File: src/rtl/draw_missile_pool_pkg.sv
// Shared types, widths and colours for the missile pool renderer.
// Optional halo feature: MISSILE_POOL_GLOW_EN (adds GLOW_COLOR ring drawing).
package draw_missile_pool_pkg;

   localparam int CNT_W = 11;   // VGA hcount/vcount width
   localparam int RGB_W = 12;   // 4:4:4 pixel width

   typedef logic [CNT_W-1:0] vga_cnt_t;
   typedef logic [RGB_W-1:0] rgb_t;

   // One cycle's worth of VGA timing, carried through the output register.
   typedef struct packed {
      vga_cnt_t hcount;
      logic     hsync;
      logic     hblnk;
      vga_cnt_t vcount;
      logic     vsync;
      logic     vblnk;
   } vga_timing_t;

   localparam rgb_t MISSILE_COLOR = 12'hDD3;
`ifdef MISSILE_POOL_GLOW_EN
   localparam rgb_t GLOW_COLOR    = 12'h862;
`endif

   // True when pos lies in [base - margin, base + len - 1 + margin].
   // Evaluated in 12 bits so a rectangle touching column/row 2047 cannot
   // wrap around and light up the opposite screen edge.
   function automatic logic span_hit(input vga_cnt_t    pos,
                                     input vga_cnt_t    base,
                                     input int unsigned len,
                                     input logic        margin);
      logic [CNT_W:0] pos_w;
      logic [CNT_W:0] lo_w;
      logic [CNT_W:0] hi_w;
      pos_w = {1'b0, pos};
      lo_w  = {1'b0, base};
      hi_w  = {1'b0, base} + (CNT_W+1)'(len) + {{CNT_W{1'b0}}, margin};
      return ((pos_w + {{CNT_W{1'b0}}, margin}) >= lo_w) && (pos_w < hi_w);
   endfunction

endpackage

File: src/rtl/draw_missile_pool_if.sv
// Bus bundle between the VGA draw chain / game logic and the missile pool.
interface draw_missile_pool_if #(
   parameter int N = 4
);
   import draw_missile_pool_pkg::*;

   // Game-side control
   logic          fire;
   logic          fire_ready;
   vga_cnt_t      ship_xpos;
   vga_cnt_t      ship_ypos;
   logic [N-1:0]  kill;
   logic [N-1:0]  active;

   // Upstream VGA stream
   vga_cnt_t      hcount_in;
   logic          hsync_in;
   logic          hblnk_in;
   vga_cnt_t      vcount_in;
   logic          vsync_in;
   logic          vblnk_in;
   rgb_t          rgb_in;

   // Downstream VGA stream
   vga_cnt_t      hcount_out;
   logic          hsync_out;
   logic          hblnk_out;
   vga_cnt_t      vcount_out;
   logic          vsync_out;
   logic          vblnk_out;
   rgb_t          rgb_out;

   // Driver side: game logic plus upstream draw stage.
   modport master (
      output fire, ship_xpos, ship_ypos, kill,
      output hcount_in, hsync_in, hblnk_in, vcount_in, vsync_in, vblnk_in, rgb_in,
      input  fire_ready, active,
      input  hcount_out, hsync_out, hblnk_out, vcount_out, vsync_out, vblnk_out, rgb_out
   );

   // The missile pool itself.
   modport slave (
      input  fire, ship_xpos, ship_ypos, kill,
      input  hcount_in, hsync_in, hblnk_in, vcount_in, vsync_in, vblnk_in, rgb_in,
      output fire_ready, active,
      output hcount_out, hsync_out, hblnk_out, vcount_out, vsync_out, vblnk_out, rgb_out
   );

endinterface

File: src/rtl/draw_missile_pool_slot.sv
// One missile slot: live flag and position, kill > move > spawn update,
// and the per-pixel rectangle (and optional halo, MISSILE_POOL_GLOW_EN) test.
module draw_missile_pool_slot
   import draw_missile_pool_pkg::*;
#(
   parameter int WIDTH_RECT  = 5,
   parameter int HEIGHT_RECT = 20,
   parameter int SPEED       = 4
) (
   input  logic     pclk,
   input  logic     rst,
   input  logic     tick_i,
   input  logic     kill_i,
   input  logic     spawn_i,
   input  vga_cnt_t spawn_x_i,
   input  vga_cnt_t spawn_y_i,
   input  vga_cnt_t hcount_i,
   input  vga_cnt_t vcount_i,
   output logic     active_o,
`ifdef MISSILE_POOL_GLOW_EN
   output logic     glow_hit_o,
`endif
   output logic     hit_o
);

   logic     active_q, active_d;
   vga_cnt_t x_q, x_d;
   vga_cnt_t y_q, y_d;

   // Next state: a live slot only reacts to kill/move; spawn is only ever
   // steered to a slot that was free at cycle start, so it cannot collide.
   always_comb begin
      active_d = active_q;
      x_d      = x_q;
      y_d      = y_q;
      if (active_q) begin
         if (kill_i) begin
            active_d = 1'b0;
         end else if (tick_i) begin
            if (y_q < CNT_W'(SPEED)) begin
               active_d = 1'b0;           // would cross the top: retire, never wrap
            end else begin
               y_d = y_q - CNT_W'(SPEED);
            end
         end
      end else if (spawn_i) begin
         active_d = 1'b1;
         x_d      = spawn_x_i;
         y_d      = spawn_y_i;
      end
   end

   // Slot state register.
   always_ff @(posedge pclk or negedge rst) begin
      if (!rst) begin
         active_q <= 1'b0;
         x_q      <= '0;
         y_q      <= '0;
      end else begin
         active_q <= active_d;
         x_q      <= x_d;
         y_q      <= y_d;
      end
   end

   assign active_o = active_q;

   // Core rectangle test for the pixel currently on the bus.
   always_comb begin
      hit_o = active_q
            & span_hit(hcount_i, x_q, WIDTH_RECT, 1'b0)
            & span_hit(vcount_i, y_q, HEIGHT_RECT, 1'b0);
   end

`ifdef MISSILE_POOL_GLOW_EN
   // Halo: the one-pixel ring just outside the core rectangle.
   always_comb begin
      glow_hit_o = active_q
                 & span_hit(hcount_i, x_q, WIDTH_RECT, 1'b1)
                 & span_hit(vcount_i, y_q, HEIGHT_RECT, 1'b1)
                 & ~hit_o;
   end
`endif

endmodule

File: src/rtl/draw_missile_pool.sv
// Player missile pool: fire allocation, per-frame climb, cooldown and
// overlay of all live missiles on the VGA stream (1 pclk latency).
// Optional halo drawing enabled by defining MISSILE_POOL_GLOW_EN.
module draw_missile_pool
   import draw_missile_pool_pkg::*;
#(
   parameter int   N_MISSILES  = 4,
   parameter int   WIDTH_RECT  = 5,
   parameter int   HEIGHT_RECT = 20,
   parameter int   X_OFFSET    = 21,
   parameter int   SPEED       = 4,
   parameter int   COOLDOWN    = 8,
   parameter rgb_t COLOR       = MISSILE_COLOR
) (
   input  logic                 pclk,
   input  logic                 rst,
   draw_missile_pool_if.slave   bus
);

   localparam int CD_W = (COOLDOWN < 1) ? 1 : $clog2(COOLDOWN + 1);

   logic                  vsync_q;
   logic                  tick;
   logic [CD_W-1:0]       cooldown_q, cooldown_d;
   logic [N_MISSILES-1:0] active_vec;
   logic [N_MISSILES-1:0] hit_vec;
   logic [N_MISSILES-1:0] spawn_vec;
   logic                  fire_ready;
   logic                  fire_acc;
   vga_cnt_t              spawn_x;
   vga_cnt_t              spawn_y;
   vga_timing_t           timing_q, timing_d;
   rgb_t                  rgb_q, rgb_d;
`ifdef MISSILE_POOL_GLOW_EN
   logic [N_MISSILES-1:0] glow_vec;
`endif

   // Remember last vsync so its rising edge becomes a one-cycle frame tick.
   always_ff @(posedge pclk or negedge rst) begin
      if (!rst) begin
         vsync_q <= 1'b0;
      end else begin
         vsync_q <= bus.vsync_in;
      end
   end

   assign tick = bus.vsync_in & ~vsync_q;

   // Shots are gated by a free slot and an expired cooldown; forced low in reset.
   assign fire_ready     = rst & ~(&active_vec) & (cooldown_q == '0);
   assign fire_acc       = bus.fire & fire_ready;
   assign bus.fire_ready = fire_ready;
   assign bus.active     = active_vec;

   // Spawn position: centred over the ship, clamped at the top of the screen.
   always_comb begin
      spawn_x = bus.ship_xpos + CNT_W'(X_OFFSET);
      if (bus.ship_ypos < CNT_W'(HEIGHT_RECT)) begin
         spawn_y = '0;
      end else begin
         spawn_y = bus.ship_ypos - CNT_W'(HEIGHT_RECT);
      end
   end

   // Lowest-index free slot receives the accepted shot.
   always_comb begin
      logic found;
      spawn_vec = '0;
      found     = 1'b0;
      for (int i = 0; i < N_MISSILES; i++) begin
         if (!active_vec[i] && !found) begin
            spawn_vec[i] = fire_acc;
            found        = 1'b1;
         end
      end
   end

   // Cooldown: a fresh shot reloads it even on a tick cycle; else count down per frame.
   always_comb begin
      cooldown_d = cooldown_q;
      if (fire_acc) begin
         cooldown_d = CD_W'(COOLDOWN);
      end else if (tick && (cooldown_q != '0)) begin
         cooldown_d = cooldown_q - CD_W'(1);
      end
   end

   // Cooldown register.
   always_ff @(posedge pclk or negedge rst) begin
      if (!rst) begin
         cooldown_q <= '0;
      end else begin
         cooldown_q <= cooldown_d;
      end
   end

   genvar gi;
   generate
      for (gi = 0; gi < N_MISSILES; gi++) begin : g_slot
         draw_missile_pool_slot #(
            .WIDTH_RECT  (WIDTH_RECT),
            .HEIGHT_RECT (HEIGHT_RECT),
            .SPEED       (SPEED)
         ) u_slot (
            .pclk        (pclk),
            .rst         (rst),
            .tick_i      (tick),
            .kill_i      (bus.kill[gi]),
            .spawn_i     (spawn_vec[gi]),
            .spawn_x_i   (spawn_x),
            .spawn_y_i   (spawn_y),
            .hcount_i    (bus.hcount_in),
            .vcount_i    (bus.vcount_in),
            .active_o    (active_vec[gi]),
`ifdef MISSILE_POOL_GLOW_EN
            .glow_hit_o  (glow_vec[gi]),
`endif
            .hit_o       (hit_vec[gi])
         );
      end
   endgenerate

   // Pixel compose: blanking, then missile core, then halo, then upstream.
   always_comb begin
      timing_d = '{hcount: bus.hcount_in, hsync: bus.hsync_in, hblnk: bus.hblnk_in,
                   vcount: bus.vcount_in, vsync: bus.vsync_in, vblnk: bus.vblnk_in};
      rgb_d = bus.rgb_in;
      if (bus.hblnk_in || bus.vblnk_in) begin
         rgb_d = '0;
      end else if (|hit_vec) begin
         rgb_d = COLOR;
`ifdef MISSILE_POOL_GLOW_EN
      end else if (|glow_vec) begin
         rgb_d = GLOW_COLOR;
`endif
      end
   end

   // Output register keeps pixel and timing aligned at one pclk latency.
   always_ff @(posedge pclk or negedge rst) begin
      if (!rst) begin
         timing_q <= '0;
         rgb_q    <= '0;
      end else begin
         timing_q <= timing_d;
         rgb_q    <= rgb_d;
      end
   end

   assign bus.hcount_out = timing_q.hcount;
   assign bus.hsync_out  = timing_q.hsync;
   assign bus.hblnk_out  = timing_q.hblnk;
   assign bus.vcount_out = timing_q.vcount;
   assign bus.vsync_out  = timing_q.vsync;
   assign bus.vblnk_out  = timing_q.vblnk;
   assign bus.rgb_out    = rgb_q;

endmodule

File: src/flat_wrapper.sv
// flat-port wrapper written by rule: the top's interface ports become plain ports
module draw_missile_pool_flat import draw_missile_pool_pkg::*;
#(
   parameter int   N_MISSILES  = 4,
   parameter int   WIDTH_RECT  = 5,
   parameter int   HEIGHT_RECT = 20,
   parameter int   X_OFFSET    = 21,
   parameter int   SPEED       = 4,
   parameter int   COOLDOWN    = 8,
   parameter rgb_t COLOR       = MISSILE_COLOR
)
  (pclk, rst, bus_fire, bus_ship_xpos, bus_ship_ypos, bus_kill, bus_hcount_in, bus_hsync_in, bus_hblnk_in, bus_vcount_in, bus_vsync_in, bus_vblnk_in, bus_rgb_in, bus_fire_ready, bus_active, bus_hcount_out, bus_hsync_out, bus_hblnk_out, bus_vcount_out, bus_vsync_out, bus_vblnk_out, bus_rgb_out);
  draw_missile_pool_if #(.N((4))) bus_i ();
  input  logic pclk;
  input  logic rst;
  input wire logic [$bits(bus_i.fire)-1:0] bus_fire;
  input wire logic [$bits(bus_i.ship_xpos)-1:0] bus_ship_xpos;
  input wire logic [$bits(bus_i.ship_ypos)-1:0] bus_ship_ypos;
  input wire logic [$bits(bus_i.kill)-1:0] bus_kill;
  input wire logic [$bits(bus_i.hcount_in)-1:0] bus_hcount_in;
  input wire logic [$bits(bus_i.hsync_in)-1:0] bus_hsync_in;
  input wire logic [$bits(bus_i.hblnk_in)-1:0] bus_hblnk_in;
  input wire logic [$bits(bus_i.vcount_in)-1:0] bus_vcount_in;
  input wire logic [$bits(bus_i.vsync_in)-1:0] bus_vsync_in;
  input wire logic [$bits(bus_i.vblnk_in)-1:0] bus_vblnk_in;
  input wire logic [$bits(bus_i.rgb_in)-1:0] bus_rgb_in;
  output wire logic [$bits(bus_i.fire_ready)-1:0] bus_fire_ready;
  output wire logic [$bits(bus_i.active)-1:0] bus_active;
  output wire logic [$bits(bus_i.hcount_out)-1:0] bus_hcount_out;
  output wire logic [$bits(bus_i.hsync_out)-1:0] bus_hsync_out;
  output wire logic [$bits(bus_i.hblnk_out)-1:0] bus_hblnk_out;
  output wire logic [$bits(bus_i.vcount_out)-1:0] bus_vcount_out;
  output wire logic [$bits(bus_i.vsync_out)-1:0] bus_vsync_out;
  output wire logic [$bits(bus_i.vblnk_out)-1:0] bus_vblnk_out;
  output wire logic [$bits(bus_i.rgb_out)-1:0] bus_rgb_out;
  assign bus_i.fire = bus_fire;
  assign bus_i.ship_xpos = bus_ship_xpos;
  assign bus_i.ship_ypos = bus_ship_ypos;
  assign bus_i.kill = bus_kill;
  assign bus_i.hcount_in = bus_hcount_in;
  assign bus_i.hsync_in = bus_hsync_in;
  assign bus_i.hblnk_in = bus_hblnk_in;
  assign bus_i.vcount_in = bus_vcount_in;
  assign bus_i.vsync_in = bus_vsync_in;
  assign bus_i.vblnk_in = bus_vblnk_in;
  assign bus_i.rgb_in = bus_rgb_in;
  assign bus_fire_ready = bus_i.fire_ready;
  assign bus_active = bus_i.active;
  assign bus_hcount_out = bus_i.hcount_out;
  assign bus_hsync_out = bus_i.hsync_out;
  assign bus_hblnk_out = bus_i.hblnk_out;
  assign bus_vcount_out = bus_i.vcount_out;
  assign bus_vsync_out = bus_i.vsync_out;
  assign bus_vblnk_out = bus_i.vblnk_out;
  assign bus_rgb_out = bus_i.rgb_out;
  draw_missile_pool #(.N_MISSILES(N_MISSILES), .WIDTH_RECT(WIDTH_RECT), .HEIGHT_RECT(HEIGHT_RECT), .X_OFFSET(X_OFFSET), .SPEED(SPEED), .COOLDOWN(COOLDOWN), .COLOR(COLOR)) u_core (.pclk(pclk), .rst(rst), .bus(bus_i));
endmodule
File: config.mk
export PLATFORM = sky130hd
export DESIGN_NAME = draw_missile_pool_flat
export DESIGN_NICKNAME = d
export VERILOG_FILES = /design/src/rtl/draw_missile_pool_pkg.sv /design/src/rtl/draw_missile_pool_if.sv /design/src/rtl/draw_missile_pool_slot.sv /design/src/rtl/draw_missile_pool.sv /design/src/flat_wrapper.sv
export SDC_FILE = /design/constraint.sdc
export NUM_CORES = 1
export LEC_CHECK = 0
export BUFFER_PORTS_ARGS = -buffer_cell sky130_fd_sc_hd__clkbuf_2
export CORE_MARGIN = 2
export CORE_UTILIZATION = 42
export DETAILED_ROUTE_END_ITERATION = 12
export PLACE_DENSITY_LB_ADDON = 0.2
export SYNTH_ARGS = -nofsm -noshare
export SYNTH_HDL_FRONTEND = slang
export SYNTH_SLANG_ARGS = --single-unit
File: constraint.sdc
create_clock -name pclk -period 5.8 [get_ports pclk]
set_clock_uncertainty 0.1 [all_clocks]
set_input_delay 1.16 -clock pclk [delete_from_list [all_inputs] [get_ports pclk]]
set_output_delay 1.16 -clock pclk [all_outputs]
set_load 0.01 [all_outputs]
[Yosys cells after proc, flatten, opt, wreduce, memory -nomap -nowiden]
Cells that the tools add are included.
Word-level totals
  bits in registers: 134
  logic and storage cells: 173
  output and inout bits: 43
Operators by class
  mux-type cells: 52
  add/subtract/negate cells: 15
  bitwise logic cells: 18
  equality and inequality tests: 12
  order comparisons: 21
  reduce and logical (&&, ||, !) cells: 35
Operators by type and width (count)
  two-way mux 11 bit: 21
  less-than comparator 11 x 12 -> 1 bit: 8
  >= comparator 11 bit: 8
  adder 11 x 3 -> 12 bit (second input constant): 4
  adder 11 x 5 -> 12 bit (second input constant): 4
  less-than comparator 11 x 3 -> 1 bit (second input constant): 4
  subtractor 11 x 3 -> 11 bit (second input constant): 4
  two-way mux 1 bit: 27
  two-way mux 12 bit: 2
  AND reduction 4 bit: 5
  inequality test 2 bit (second input constant): 8
  AND 1 bit: 12
  logical AND 1 bit: 12
  adder 11 x 5 -> 11 bit (second input constant): 1
  less-than comparator 11 x 5 -> 1 bit (second input constant): 1
  subtractor 11 x 5 -> 11 bit (second input constant): 1
  nonzero test 2 bit: 5
  two-way mux 4 bit: 2
  inequality test 2 x 1 -> 1 bit (second input constant): 4
  AND reduction 2 bit: 4
  inverter 1 bit: 6
  zero test 1 bit: 5
  zero test 4 bit: 1
  nonzero test 4 bit: 1
  3 further kinds: 3

[Logic depth before layout (Yosys ltp)]
  depth in word-level cells: 11
  depth in mapped cells: 14
  depth with buffers taken out: 13

[By module]
From an unflattened synthesis, not the netlist that was laid out.
Second synthesis, totals
  cell total of the unflattened synthesis: 1248
  area, all modules: 11073.1 µm²
By module, submodules not included
  draw_missile_pool_slot at u_core.g_slot[0].u_slot ...: sequential area each 575.6 µm², times used 3, area an instance 2329.7 µm², cells an instance 274
  draw_missile_pool_slot at u_core.g_slot[1].u_slot: sequential area each 575.6 µm², times used 1, area an instance 2327.2 µm², cells an instance 276
  draw_missile_pool: sequential area each 1051.0 µm², times used 1, area an instance 1756.7 µm², cells an instance 150

[Least setup slack after synthesis]
OpenSTA, ideal clock, no wires.
  kind: input -> register
  from: in bus_vcount_in[0]
  to: reg u_core.rgb_q[10] (netlist: u_core.bus.rgb_out[10])
  required time: 5576 ps
  data arrival time: 2829 ps
  library setup time: 124 ps
  path buffers: 1
  path slack: 2747 ps
  cell stages on the path: 10
  cells stage by stage: inv_1 ha_1 inv_1 a21oi_1 or3b_2 a211oi_1 o32a_1 o41ai_4 buf_6 o31a_1
Between the ends
  cells in the longest elaborated chain, start to end: 6
  elaborated cells on any way between the ends: 19
Ends and longest elaborated chain
  start: declaration: line flat_wrapper.sv:23  | input wire logic [$bits(bus_i.vcount_in)-1:0] bus_vcount_in;
  less-than comparator 11 x 12 -> 1 bit or >= comparator 11 bit (tied branches): line draw_missile_pool_pkg.sv:39  | return ((pos_w + {{CNT_W{1'b0}}, margin}) >= lo_w) && (pos_w < hi_w);
  logical AND 1 bit: line draw_missile_pool_pkg.sv:39
  AND 1 bit: line draw_missile_pool_slot.sv:72  | & span_hit(vcount_i, y_q, HEIGHT_RECT, 1'b0);
  OR reduction 4 bit *: line draw_missile_pool.sv:130  | end else if (|hit_vec) begin
  two-way mux 12 bit *: line draw_missile_pool.sv:130
  two-way mux 12 bit *: line draw_missile_pool.sv:128  | if (bus.hblnk_in || bus.vblnk_in) begin
  via u_core.rgb_d[10]: line draw_missile_pool.sv:33  | rgb_t rgb_q, rgb_d;
  end signal: assignment: line draw_missile_pool.sv:146  | rgb_q <= rgb_d;
  end: declaration: line draw_missile_pool.sv:33
Mark *: on every way through the listed nets, which the timed path passes. The rest lies on a longest branch.
A chain may end at the register's enable or synchronous reset.

[Worst setup path after layout]
  from: reg u_core.g_slot[0].u_slot.x_q[2]
  to: reg u_core.rgb_q[9] (netlist: u_core.bus.rgb_out[9])
Between the ends
  cells in the longest elaborated chain, start to end: 8
  elaborated cells on any way between the ends: 9
Ends and longest elaborated chain
  start: declaration: line draw_missile_pool_slot.sv:27  | vga_cnt_t x_q, x_d;
  start signal: assignment: line draw_missile_pool_slot.sv:57  | x_q <= '0;
  start signal: assignment: line draw_missile_pool_slot.sv:61  | x_q <= x_d;
  adder 11 x 3 -> 12 bit: line draw_missile_pool_pkg.sv:38  | hi_w = {1'b0, base} + (CNT_W+1)'(len) + {{CNT_W{1'b0}}, margin};
  less-than comparator 11 x 12 -> 1 bit: line draw_missile_pool_pkg.sv:39
  logical AND 1 bit *: line draw_missile_pool_pkg.sv:39
  AND 1 bit *: line draw_missile_pool_slot.sv:71  | & span_hit(hcount_i, x_q, WIDTH_RECT, 1'b0)
  AND 1 bit *: line draw_missile_pool_slot.sv:72
  OR reduction 4 bit *: line draw_missile_pool.sv:130
  two-way mux 12 bit *: line draw_missile_pool.sv:130
  two-way mux 12 bit *: line draw_missile_pool.sv:128
  via u_core.rgb_d[9]: line draw_missile_pool.sv:33
Marked as above.

==> impl_metrics.csv <==
group,metric,value,unit
outcome,status,"completed",
yosys,synthArstFlopShare,100,%
power,p_per_area,296,mW/mm2
placed_design,io_buffer_count,109,
routing,drc,0,
routing,wl_per_cell,18.0,um
layout,layout-drive-gt1-share,13.5,%
layout,regArea,0.00335,mm2
routing,viasPerCell,5.54,
placed_design,dp.cells,1628,
clocking,cts_tree,"done",
setup_path,critPathKind,"register to register",
setup_path,crit_path_end_kind,"register",
global_routing,antenna_found_initial,0,
layout,multiInputGateArea,0.00693,mm2
global_routing,grt_max_degree,60,
power,vdd.ir_drop.worst,0.151,mV
clocking,cts_buffer_depth,2,
layout,diodes,0,
layout,nets,1568,
yosys,avgSynthCellArea,8.92,um2
timing,rsz0062_at_grt,"no",
yosys,synthAdderAreaFrac,21.2,%
yosys,yosysTopAreaCell,"dfrtp_1",
yosys,yosys.area_share.xor_xnor,6.21,%
clocking,cts_hold_buf,0,
yosys,synth_nets,1469,
layout,area_growth,12.8,%
job,drv_cap,0,
routing,vias,9194,
setup_path,crit_family,"compound AO/OA/AOI/OAI gates",
setup_path,worstPathArrival,3.59,ns
placed_design,place_congestion,0.845,
placed_design,place_area,0.0117,mm2
global_routing,grt_pass1_vias,8732,
timing,hold_violations,0,
layout,fin_cells,1660,
yosys,synth_compound_area_share,20.6,%
floorplan,die_h,165,um
global_routing,grt_first_pass_wirelength,47.1,mm
global_routing,grtUsageTotal,22.6,%
yosys,ys_seq_elements,134,
yosys,yosys-mux-area-fraction,1.19,%
clocking,cts.sink_count,134,
setup_path,cp.required,5.98,ns
timing,tightest_slew,0.903,ns
floorplan,die_w,165,um
yosys,yosysMostFrequentCell,"ha_1",
clocking,post-cts-setup-buffer-count,0,
clocking,clkLatencyLatePin,0.43,ns
yosys,synth_top_family_by_area,"adder cells",
clocking,path_clk_slew,0.07,ns
layout,stdcell_area,0.0123,mm2
floorplan,die_area,0.0272,mm2
floorplan,fp-row-count,58,
routing,wirelength,29.8,mm
setup_path,cp.buffers_inverters,0,
floorplan,core,0.0253,mm2
placed_design,post-dp-hpwl,22.2,mm
yosys,synth_cells,1218,
layout,fillers,2415,
yosys,synth_area,0.0109,mm2
min_path,hold_path_class,"register to register",
timing,setup_viol,0,
routing,final_antenna_net_count,0,
timing,tns,0,ns
timing,fmax,293,MHz
yosys,synth_ff_type,"dfrtp_1",
yosys,yosysTopAreaCellShare,30.9,%
yosys,yosys_warnings,0,
global_routing,grt.overflow.total,0,
yosys,synth.top_cells.by_area,"dfrtp_1, ha_1, xnor2_1",
routing,drtPass1Iterations,5,
clocking,clockRootBuffer,"clkbuf_16",
power,leakagePower,5.60,nW
timing,slew_headroom,38.1,%
setup_path,cp_slowest_cell,"a2111oi_0",
timing,fin_ws,2.39,ns
yosys,yosysUniqueCellTypes,73,
timing,min_period,3.41,ns
yosys,synth_commonest_cells,"ha_1, dfrtp_1, nand2_1",
clocking,htreeDepth,4,
setup_path,critical_path.startpoint_type,"register",
setup_path,slowest_delay,0.61,ns
setup_path,worstPathCellList,"a21oi_1 > nor2_1 > xnor2_1 > ha_1 > a2111oi_0 > nand2b_1 > o311ai_0 > o21bai_1 > nand4_1 > o41ai_4 > nor3_1",
setup_path,worstPathMaxFanout,12,
clocking,cts_buffers,17,
placed_design,place_ws,2.15,ns
floorplan,initial_core_util,42.9,%
clocking,cts_resized,0,
yosys,synth-seq-area-share,30.9,%
yosys,yosys.area_share.simple,14.6,%
timing,fin_crit_sh,58.8,%
floorplan,boundaryPins,110,
routing,drtIter0Drc,632,
yosys,synth_edf_count,0,
timing,slew_viol_final,0,
[kinds of logic (layout without fill, tap and decap cells)]
kind of cell,count (synthesis),in the layout
fa+ha+maj,184,184
simple gates,322,322
mux,12,12
compound gates,346,346
flops,134,134
buf+inv,143,255
xor+xnor,77,77
[where the power goes]
group / total [mW] / switching [mW] / internal, mW
Sequential: 1.24 / 0.165 / 1.07
Clock: 1.07 / 0.460 / 0.608
Combinational: 1.32 / 0.760 / 0.560
Total: 3.63 / 1.38 / 2.24
[sequential cells by signal (all words and copies together), names as in the netlist]
register / cells
u_core.bus.hcount_out: 11
u_core.bus.hblnk_out: 1
u_core.bus.vsync_out: 1
u_core.bus.vblnk_out: 1
u_core.bus.hsync_out: 1
u_core.g_slot.u_slot.y_q: 44
u_core.bus.vcount_out: 11
u_core.bus.rgb_out: 12
u_core.g_slot.u_slot.x_q: 44
u_core.cooldown_q: 4
u_core.g_slot.u_slot.active_o: 4
[cell usage in the layout (no fill, tap or decap), types with 15 or more instances in the layout]
cell type  synthesis  layout
ha_1             184     184
dfrtp_1          134     134
nand2_1          115     115
clkbuf_2           0     108
o21ai_0          107     107
inv_1            106     106
a21oi_1           88      88
xnor2_1           63      63
nor2_1            49      49
nor3_1            31      31
a21o_1            30      30
nand3_1           29      29
nand4_1           20      20
clkbuf_16          0      17
nor2b_1           15      15
[per-layer routing]
layer  up-vias  share of wire (%)  GRT usage [%]
met5         -                  0              0
met4         0                1.4           6.09
met1      4316                 50           32.4
li1       4615                  -              -
met3        28                5.5           3.94
met2       235                 43           35.0
[final cells by class]
cell class	count	area share, %
clock inverters	12	0.970
well taps	330	3.37
multi-input cells	941	56.5
inverters	109	3.34
repair buffers	114	4.81
flip-flops and latches	134	27.4
clock buffers	20	3.64
[worst min-delay path, stage by stage (launching register included)]
cell,delay [ns]
dfrtp_1,0.35
nand2_1,0.05
o21ai_0,0.06
[worst paths after layout]
path                                                 from                              to  slack (ns)  cells past startpoint
setup reg to reg           u_core.g_slot[0].u_slot.x_q[2]           u_core.bus.rgb_out[9]        2.39                     11
min in group asynchronous                             rst  u_core.g_slot[0].u_slot.x_q[4]        0.48                      1
max in group asynchronous                             rst           u_core.bus.rgb_out[8]        4.07                      2
hold reg to reg            u_core.g_slot[0].u_slot.y_q[1]  u_core.g_slot[0].u_slot.y_q[1]        0.39                      2
hold / removal             u_core.g_slot[0].u_slot.y_q[1]  u_core.g_slot[0].u_slot.y_q[1]        0.39                      2
setup / recovery           u_core.g_slot[0].u_slot.x_q[2]           u_core.bus.rgb_out[9]        2.39                     11
[stage by stage]
step,utilization (%),total power [mW],hold WS [ns]
after floorplan,-,2.15,0.350
final,48.4,3.63,0.389
after CTS,48.4,3.64,0.388
after global routing,48.4,3.89,0.419
after detailed placement,46.2,2.56,0.375
after global placement,46.2,2.53,0.364
No activity file was read; power rests on OpenSTA's default activity.
